==> src/rtl/decoder_3to8_seq.sv <==
// -----------------------------------------------------------------------------
// decoder_3to8_seq
//
// Registered 3-to-8 decoder. A 3-bit code {A2,A1,A0} is sampled on a valid
// strobe and the matching one-hot output Dn is held high for PULSE_LEN cycles.
// After the pulse, GAP_LEN idle cycles are enforced before another code is
// accepted. Codes that arrive while busy, or while en is low, are dropped and
// counted in a saturating 8-bit counter.
//
// Optional feature macro: DECODER_PARITY_EN
//   When defined, adds the even-parity input P and the err output. A code
//   whose parity check fails is rejected with a one-cycle err pulse.
//
// Parameters:
//   PULSE_LEN  cycles the selected Dn stays high (1..255)
//   GAP_LEN    idle cycles after a pulse before the next accept (0..255)
//
// Ports:
//   clk        rising-edge clock
//   rst_n      asynchronous active-low reset
//   en         block enable; low aborts a pulse or gap in progress
//   valid      code strobe
//   A2,A1,A0   code bits, A2 is the MSB
//   P          even-parity bit over A2..A0 (DECODER_PARITY_EN only)
//   D0..D7     one-hot decoded strobes, registered
//   busy       high from the accept edge until the end of the gap
//   done       one-cycle pulse when a pulse completes normally
//   drop_cnt   saturating count of dropped codes
//   err        one-cycle parity-error flag (DECODER_PARITY_EN only)
// -----------------------------------------------------------------------------
module decoder_3to8_seq #(
    parameter int unsigned PULSE_LEN = 4,
    parameter int unsigned GAP_LEN   = 1
) (
    input  logic       clk,
    input  logic       rst_n,
    input  logic       en,
    input  logic       valid,
    input  logic       A2,
    input  logic       A1,
    input  logic       A0,
`ifdef DECODER_PARITY_EN
    input  logic       P,
    output logic       err,
`endif
    output logic       D0,
    output logic       D1,
    output logic       D2,
    output logic       D3,
    output logic       D4,
    output logic       D5,
    output logic       D6,
    output logic       D7,
    output logic       busy,
    output logic       done,
    output logic [7:0] drop_cnt
);

    typedef enum logic [1:0] {
        ST_IDLE  = 2'd0,
        ST_PULSE = 2'd1,
        ST_GAP   = 2'd2
    } state_t;

    // The counter is loaded with length-1 so that the edge seeing zero is the
    // last edge of the phase.
    localparam logic [7:0] PULSE_RELOAD = 8'(PULSE_LEN - 1);
    localparam logic [7:0] GAP_RELOAD   = (GAP_LEN == 0) ? 8'd0 : 8'(GAP_LEN - 1);

    state_t     state_q, state_d;
    logic [7:0] cnt_q, cnt_d;
    logic [7:0] dout_q, dout_d;
    logic       busy_q, busy_d;
    logic       done_q, done_d;
    logic [7:0] drop_q, drop_d;
`ifdef DECODER_PARITY_EN
    logic       err_q, err_d;
`endif

    logic [2:0] code;
    logic [7:0] code_onehot;

    assign code = {A2, A1, A0};

    generate
        for (genvar gi = 0; gi < 8; gi++) begin : g_decode
            assign code_onehot[gi] = (code == 3'(gi));
        end
    endgenerate

    always_comb begin
        state_d = state_q;
        cnt_d   = cnt_q;
        dout_d  = dout_q;
        busy_d  = busy_q;
        done_d  = 1'b0;
        drop_d  = drop_q;
`ifdef DECODER_PARITY_EN
        err_d   = 1'b0;
`endif

        // Any strobe that cannot be accepted this edge is a drop; this
        // includes the completing edge of a gap, since state is not yet IDLE.
        if (valid && ((state_q != ST_IDLE) || !en) && (drop_q != 8'hFF)) begin
            drop_d = drop_q + 8'd1;
        end

        case (state_q)
            ST_IDLE: begin
                if (valid && en) begin
`ifdef DECODER_PARITY_EN
                    if (^{code, P}) begin
                        err_d = 1'b1;
                    end else begin
                        state_d = ST_PULSE;
                        dout_d  = code_onehot;
                        busy_d  = 1'b1;
                        cnt_d   = PULSE_RELOAD;
                    end
`else
                    state_d = ST_PULSE;
                    dout_d  = code_onehot;
                    busy_d  = 1'b1;
                    cnt_d   = PULSE_RELOAD;
`endif
                end
            end

            ST_PULSE: begin
                if (!en) begin
                    state_d = ST_IDLE;
                    dout_d  = 8'd0;
                    busy_d  = 1'b0;
                end else if (cnt_q == 8'd0) begin
                    dout_d = 8'd0;
                    done_d = 1'b1;
                    if (GAP_LEN == 0) begin
                        state_d = ST_IDLE;
                        busy_d  = 1'b0;
                    end else begin
                        state_d = ST_GAP;
                        cnt_d   = GAP_RELOAD;
                    end
                end else begin
                    cnt_d = cnt_q - 8'd1;
                end
            end

            ST_GAP: begin
                dout_d = 8'd0;
                if (!en || (cnt_q == 8'd0)) begin
                    state_d = ST_IDLE;
                    busy_d  = 1'b0;
                end else begin
                    cnt_d = cnt_q - 8'd1;
                end
            end

            default: begin
                state_d = ST_IDLE;
                dout_d  = 8'd0;
                busy_d  = 1'b0;
            end
        endcase
    end

    always_ff @(posedge clk or negedge rst_n) begin
        if (!rst_n) begin
            state_q <= ST_IDLE;
            cnt_q   <= 8'd0;
            dout_q  <= 8'd0;
            busy_q  <= 1'b0;
            done_q  <= 1'b0;
            drop_q  <= 8'd0;
`ifdef DECODER_PARITY_EN
            err_q   <= 1'b0;
`endif
        end else begin
            state_q <= state_d;
            cnt_q   <= cnt_d;
            dout_q  <= dout_d;
            busy_q  <= busy_d;
            done_q  <= done_d;
            drop_q  <= drop_d;
`ifdef DECODER_PARITY_EN
            err_q   <= err_d;
`endif
        end
    end

    assign D0       = dout_q[0];
    assign D1       = dout_q[1];
    assign D2       = dout_q[2];
    assign D3       = dout_q[3];
    assign D4       = dout_q[4];
    assign D5       = dout_q[5];
    assign D6       = dout_q[6];
    assign D7       = dout_q[7];
    assign busy     = busy_q;
    assign done     = done_q;
    assign drop_cnt = drop_q;
`ifdef DECODER_PARITY_EN
    assign err      = err_q;
`endif

endmodule

==> config.mk <==
export PLATFORM = sky130hd
export DESIGN_NAME = decoder_3to8_seq
export DESIGN_NICKNAME = d
export VERILOG_FILES = /design/src/rtl/decoder_3to8_seq.sv
export SDC_FILE = /design/constraint.sdc
export NUM_CORES = 1
export LEC_CHECK = 0
export CAP_MARGIN = 30
export CELL_PAD_IN_SITES_DETAIL_PLACEMENT = 0
export CELL_PAD_IN_SITES_GLOBAL_PLACEMENT = 1
export CORE_ASPECT_RATIO = 1.75
export CORE_MARGIN = 5
export CORE_UTILIZATION = 40
export CTS_BUF_LIST = sky130_fd_sc_hd__clkbuf_4 sky130_fd_sc_hd__clkbuf_8 sky130_fd_sc_hd__clkbuf_16
export CTS_CLUSTER_DIAMETER = 40
export DETAILED_ROUTE_END_ITERATION = 8
export GPL_ROUTABILITY_DRIVEN = 0
export PLACE_DENSITY = 0.82
export SKIP_CTS_REPAIR_TIMING = 1
export SLEW_MARGIN = 10
export SYNTH_ARGS = -nofsm -noshare
export SYNTH_HDL_FRONTEND = slang
export SYNTH_SLANG_ARGS = --single-unit
export TNS_END_PERCENT = 5
==> constraint.sdc <==
create_clock -name clk -period 5.86 [get_ports clk]
set_input_delay 0.879 -clock clk [delete_from_list [all_inputs] [get_ports clk]]
set_output_delay 0.879 -clock clk [all_outputs]
set_load 0.02 [all_outputs]
# After elaboration in Yosys (flattened, before gate mapping)
# Cells that the tools add are included.
totals:
  regBits: 28
  inputBits: 7
  out_inout_bits: 18
  word_cells: 60
classes:
  add_sub_neg: 2
  eq_ne: 16
  mux: 21
  n_reduce_logical: 15
ops:
  columns: ["operator", "n"]
  rows:
  - ["two-way mux 8 bit", 7]
  - ["one-hot mux 8 bit (3 select lines)", 1]
  - ["one-hot mux 8 bit (2 select lines)", 1]
  - ["== test 3 bit (second input constant)", 4]
  - ["!= test 2 bit (second input constant)", 5]
  - ["adder 8 x 1 -> 8 bit (second input constant)", 1]
  - ["zero test 8 bit", 1]
  - ["two-way mux 2 bit", 4]
  - ["!= test 8 bit (second input constant)", 1]
  - ["subtractor 8 x 1 -> 8 bit (second input constant)", 1]
  - ["== test 3 x 2 -> 1 bit (second input constant)", 2]
  - ["two-way mux 1 bit", 6]
  - ["one-hot mux 2 bit (3 select lines)", 1]
  - ["AND reduction 3 bit", 2]
  - ["AND reduction 4 bit", 1]
  - ["== test 3 x 1 -> 1 bit (second input constant)", 1]
  - ["logical AND 1 bit", 3]
  - ["zero test 3 bit", 1]
  - ["!= test 3 bit (second input constant)", 1]
  - ["one-hot mux 1 bit (3 select lines)", 1]
  - ["nonzero test 3 bit", 1]
  - ["== test 2 x 1 -> 1 bit (second input constant)", 1]
  - ["== test 2 bit (second input constant)", 1]
  - ["zero test 2 bit", 1]
  - ["4 further kinds", 5]

# Longest topological paths before layout
# Gate-level depths: netlist of the first run.
logic_depth:
  word_depth: 4
  mapped_depth: 7

# Worst setup path before layout of the first run
# Ideal clock, no wire load.
synth_path:
  path_type: "flip-flop to flip-flop"
  start: "register cnt_q[0]"
  end: "register dout_q[0]"
  setup_time_ns: 0.125
  arrival_ns: 1.830
  required_ns: 5.735
  setup_slack_ns: 3.905
  path_stages_with_launch: 8
  period_less_slack_ns: 1.955
  path_cell_list: "dfrtp_1 inv_1 ha_1 or4b_4 nor2_4 o21a_1 buf_6 mux2_4"
synth_between:
  elab_chain_len: 3
synth_rtl:
  columns: ["element", "line", "text"]
  rows:
  - ["from (decl)", "71", "logic [7:0] cnt_q, cnt_d;"]
  - ["from (signal assigned)", "180", "cnt_q <= cnt_d;"]
  - ["zero test 8 bit", "134", "end else if (cnt_q == 8'd0) begin"]
  - ["!= test 3 bit (no source line)", null, null]
  - ["AND reduction 2 bit (no source line)", null, null]
  - ["to (signal assigned)", "181", "dout_q <= dout_d;"]
  - ["to (decl)", "72", "logic [7:0] dout_q, dout_d;"]
# Every way passes these cells.
# A chain may end at the register's enable or synchronous reset.

# Final worst setup path of the first run
layout_path:
  start: "input port en"
  end: "register dout_q[7]"
layout_between:
  elab_chain_len: 3
  elab_cells_between_ends: 6
  classes_between: "2 x eq/ne; 2 x mux; 2 x reduce/logical"
layout_rtl:
  columns: ["element", "line", "text"]
  rows:
  - ["from (decl)", "37", "input logic en,"]
  - ["logical AND 1 bit", "110", "if (valid && en) begin"]
  - ["!= test 2 bit (no source line)", null, null]
  - ["AND reduction 2 bit (no source line)", null, null]
# Parallel ways exist; a longest one is shown, timed or not.

==> results of run 1 <==
-- through the flow --
stage	util	setup slack, ns	area, µm²	power [µW]
3_3_place_gp	0.484	3.25	1870	747
4_1_cts	0.502	3.47	1940	917
6_report	0.502	3.46	1940	912
2_1_floorplan	-	3.91	1600	603
3_5_place_dp	0.484	3.17	1870	764
5_1_grt	0.502	3.37	1940	974
-- path summary, 6_finish.rpt --
| path | from | to | slack, ns |
|---|---|---|---|
| setup / recovery | en | dout_q[7] | 3.46 |
| hold / removal | drop_cnt[7] | drop_cnt[7] | 0.53 |
| setup reg to reg | cnt_q[0] | dout_q[7] | 3.53 |
| hold reg to reg | drop_cnt[7] | drop_cnt[7] | 0.53 |
| max in group asynchronous | rst_n | state_q[1] | 4.62 |
| min in group asynchronous | rst_n | cnt_q[3] | 0.98 |
-- sequential cells by signal, summed over array words and instances (netlist names) --
| register | cells |
|---|---|
| busy | 1 |
| state_q | 2 |
| dout_q | 8 |
| done | 1 |
| cnt_q | 8 |
| drop_cnt | 8 |
-- routing by layer --
layer,global-route usage,share of wire
met5,0,0
met4,0.0600,0.016
met3,0.0221,0.031
met2,0.284,0.58
met1,0.161,0.37
-- logic make-up after synthesis --
family          count (synthesis)  synth area share
fa+ha+maj                       7            0.0549
buf+inv                        10            0.0369
xor+xnor                        7            0.0384
simple gates                   60             0.204
mux                             9            0.0824
flops                          28             0.439
compound gates                 33             0.144
-- final cells by class --
type | count | area share
Sequential cell | 28 | 0.361
Multi-Input combinational cell | 116 | 0.430
Timing Repair Buffer | 25 | 0.128
Clock inverter | 1 | 0.0155
Clock buffer | 3 | 0.0213
Tap cell | 48 | 0.0309
Inverter | 7 | 0.0135
-- power breakdown --
group	internal [µW]	total, µW	leakage [µW]	switching (µW)
logic	205	453	0.000480	247
clock network	91.4	152	0.0000357	60.2
registers	247	308	0.000367	60.7
total	544	912	0.000883	368
-- cell usage after synthesis --
master / n / area [µm²]
buf_6: 1 / 11.3
xnor2_1: 1 / 8.76
o41ai_1: 2 / 17.5
nor3_1: 8 / 40.0
nand4_1: 1 / 6.26
a31o_2: 1 / 8.76
xor2_1: 6 / 52.6
a22o_2: 1 / 10.0
nor2_4: 1 / 11.3
dfrtp_1: 28 / 701
o21a_1: 1 / 7.51
nor3b_1: 1 / 7.51
a31oi_1: 2 / 12.5
a21oi_1: 6 / 30.0
o211a_1: 1 / 10.0
a21o_1: 2 / 15.0
nor2b_1: 3 / 18.8
or2b_1: 3 / 22.5
o211ai_1: 4 / 30.0
nor4b_2: 1 / 15.0
mux2_2: 1 / 11.3
a211o_1: 2 / 17.5
nand3_1: 9 / 45.0
buf_4: 1 / 7.51
nand2_1: 12 / 45.0
ha_1: 7 / 87.6
mux2_4: 8 / 120
o2bb2ai_1: 1 / 8.76
or4b_1: 1 / 10.0
nor4_1: 2 / 12.5
a21bo_2: 1 / 10.0
or4b_4: 1 / 13.8
inv_1: 7 / 26.3
nor4b_1: 1 / 8.76
or3_2: 1 / 7.51
and2b_2: 1 / 8.76
o21ai_0: 7 / 35.0
a22o_1: 2 / 17.5
clkbuf_8: 1 / 13.8
nor2_1: 14 / 52.6
-- critical path, cell delays in order --
cell             delay [ns]
clkdlybuf4s50_1        0.64
a21bo_2                0.24
o21a_1                 0.45
mux2_4                 0.34
==> results.toml, run 1 <==
[detailed_routing]
routedWlPerCell_um = 16.6
drt_wl_total_um = 3790
ant_nets = 0
drtPass1Iterations = 4
initialDrtViolationCount = 31
viasPerCell = 5.47
drc_errors = 0
num_vias = 1247

[final_layout]
layout_common_cells = "dfrtp_1, clkdlybuf4s50_1, nor2_1, nand2_1, nand3_1"
drive_above_1_share = 0.122
layout.nets = 195
n_antenna_cell = 0
layout.cells.non_filler = 228
multi_input_area_um2 = 836
seq_area_um2 = 701
syn_to_final_growth_pct = 21.7
final_common_cell = "dfrtp_1"
nFillCells = 366

[setup_path]
worstSetupPathType = "in2reg"
crit_path_start_kind = "input port"
required_ns = 6.03
cp-end-kind = "register"
critPathArrivalTime_ns = 2.56
r2r_cells = 6
crit_fanout = 10

[floorplan]
die_area_um2 = 5400
start_util = 0.413
core_um2 = 3870
fp-row-count = 30
fp.dieW_um = 57.7
io_pins = 25
die_y_um = 93.5

[clocking]
clock_tree.htree_level_count = 1
clkSinkCount = 28
clockBufferDepth = 2
clk_latency_ns = 0.27
tritoncts = "yes"
path_clk_slew_ns = 0.10
cts_buffers = 3
cts-root-buf = "clkbuf_8"

[place]
dp_hpwl_um = 2970
port_buffers = 24
placed_cells = 224

[hold_path]
hold_path_depth = 1
hp-class = "reg2reg"

[power]
leakage_uw = 0.000883
worst_ir_drop_vdd_uv = 256
powerDensity_nw_per_um2 = 470

[logic_synthesis]
synth_fp_nets = 168
synth.distinct_cells = 40
mappedNetlistArea_um2 = 1600
yosysSeqAreaShare = 0.439
ys_warn_count = 0
synth-seq-cells = 28
synth.avg_cell_area_um2 = 10.4
syn_inst = 154

[grt]
grt_max_degree = 29
grt_pass1_vias = 1331
grt_use_total = 0.151
grt_pass1_wl_um = 6310
antenna_found_initial = 0
overflow = 0

[sta]
max_freq_mhz = 417
hold_viol = 0
setup_violations = 0
slew_viol_final = 0
holdWs_ns = 0.527
fin_worst_skew_ns = 0.00191
tightest_slew_ns = 0.649
rsz0062_at_grt = "no"
min_period_ns = 2.40
period_share = 0.409
slew_headroom = 0.564
tns_ns = 0

[run]
cap_violations = 0

[outcome]
status = "finished, final reports clean"
(Power assumes the default switching activity.)
==> inputs of run 2 (changes only) <==
clock period = 2.3 ns   (was 5.86 ns; I/O delays follow)
==> results.toml, run 2 (synthesis results as in run 1) <==
[setup_path]
required_ns = 2.46
critPathTopFamily = "simple AND/OR/NAND/NOR gates"
critPathArrivalTime_ns = 2.29
crit_fanout = 8
worst-path-buf-inv = 2
cp.depth = 7
r2r_cells = 7
crit_chain = "inv_1, ha_1, or4b_4, nor2_4, o21a_1, buf_4, mux2_4"
cp-end-kind = "register"
worstSetupPathType = "reg2reg"
slowest_delay_ns = 0.50
cpMaxStageDelayCell = "or4b_4"
crit_path_start_kind = "register"

[clocking]
cts_buffers = 3
clock_tree.htree_level_count = 1
path_clk_slew_ns = 0.10
cts-root-buf = "clkbuf_8"
clk_latency_ns = 0.27
clkSinkCount = 28
tritoncts = "yes"
clockBufferDepth = 2

[power]
worst_ir_drop_vdd_uv = 865
leakage_uw = 0.000910
powerDensity_nw_per_um2 = 1160

[floorplan]
io_pins = 25
die_y_um = 93.5
fp.dieW_um = 57.7
fp-row-count = 30
die_area_um2 = 5400
core_um2 = 3870
start_util = 0.413

[place]
port_buffers = 24
dp_hpwl_um = 2890

[detailed_routing]
ant_nets = 0
drc_errors = 0
initialDrtViolationCount = 25
viasPerCell = 5.51
drt_wl_total_um = 3790
num_vias = 1295
drtPass1Iterations = 5
routedWlPerCell_um = 16.1

[grt]
grt_pass1_wl_um = 6480
grt_use_total = 0.151
overflow = 0
antenna_found_initial = 0
grt_max_degree = 29
grt_pass1_vias = 1397

[outcome]
status = "finished, final reports clean"

[sta]
holdWs_ns = 0.447
period_share = 0.926
min_period_ns = 2.13
tns_ns = 0
slew_viol_final = 0
tightest_slew_ns = 0.690
fin_worst_skew_ns = 0.00493
hold_viol = 0
setup_violations = 0
slew_headroom = 0.538
rsz0062_at_grt = "no"
max_freq_mhz = 470

[final_layout]
drive_above_1_share = 0.155
layout_common_cells = "dfrtp_1, clkdlybuf4s50_1, nor2_1, nand2_1, nand3_1"
n_antenna_cell = 0
multi_input_area_um2 = 836
seq_area_um2 = 701
nFillCells = 357
final_common_cell = "dfrtp_1"
syn_to_final_growth_pct = 24.0
layout.nets = 202

[run]
cap_violations = 0

[hold_path]
hp-class = "in2async"
==> run 2: cell count changes in the layout (fill, tap and decap cells not counted), sizes merged <==
cell,before,now
clkbuf,3,4
buf,1,8
bufinv,1,0
==> run 2: layout make-up <==
cell class	count	area share
Timing Repair Buffer	32	0.152
Sequential cell	28	0.354
Clock buffer	4	0.0278
Tap cell	48	0.0304
Inverter	7	0.0133
Multi-Input combinational cell	116	0.423
==> run 2: report_power, final <==
part	switching, µW	internal (µW)
Sequential	152	629
Combinational	631	566
Clock	158	153
==> run 2: path summary, 6_finish.rpt <==
| kind | start | end | slack [ns] |
|---|---|---|---|
| max | cnt_q[0] | dout_q[0] | 0.17 |
| min | rst_n | cnt_q[3] | 0.45 |
| max reg2reg | cnt_q[0] | dout_q[0] | 0.17 |
| min reg2reg | drop_cnt[7] | drop_cnt[7] | 0.51 |
| max in group asynchronous | rst_n | drop_cnt[4] | 1.59 |
| min in group clk | drop_cnt[7] | drop_cnt[7] | 0.51 |
==> run 2: layer usage <==
layer,track usage,part of all wire,vias to the layer above
li1,-,-,620
met1,0.166,0.38,631
met2,0.281,0.56,36
met3,0.0235,0.035,8
met4,0.0561,0.019,0
met5,0,0,-
==> run 2: stage by stage <==
stage | util | setup WS (ns) | area, µm² | std cells | total power [µW]
4_1_cts | 0.512 | 0.173 | 1980 | 235 | 2300
2_1_floorplan | - | 0.345 | 1600 | 154 | 1540
3_5_place_dp | 0.497 | 0.194 | 1920 | 231 | 1990
6_report | 0.512 | 0.170 | 1980 | 235 | 2290
3_3_place_gp | 0.497 | 0.237 | 1920 | 231 | 1950
5_1_grt | 0.512 | 0.0155 | 1980 | 235 | 2460
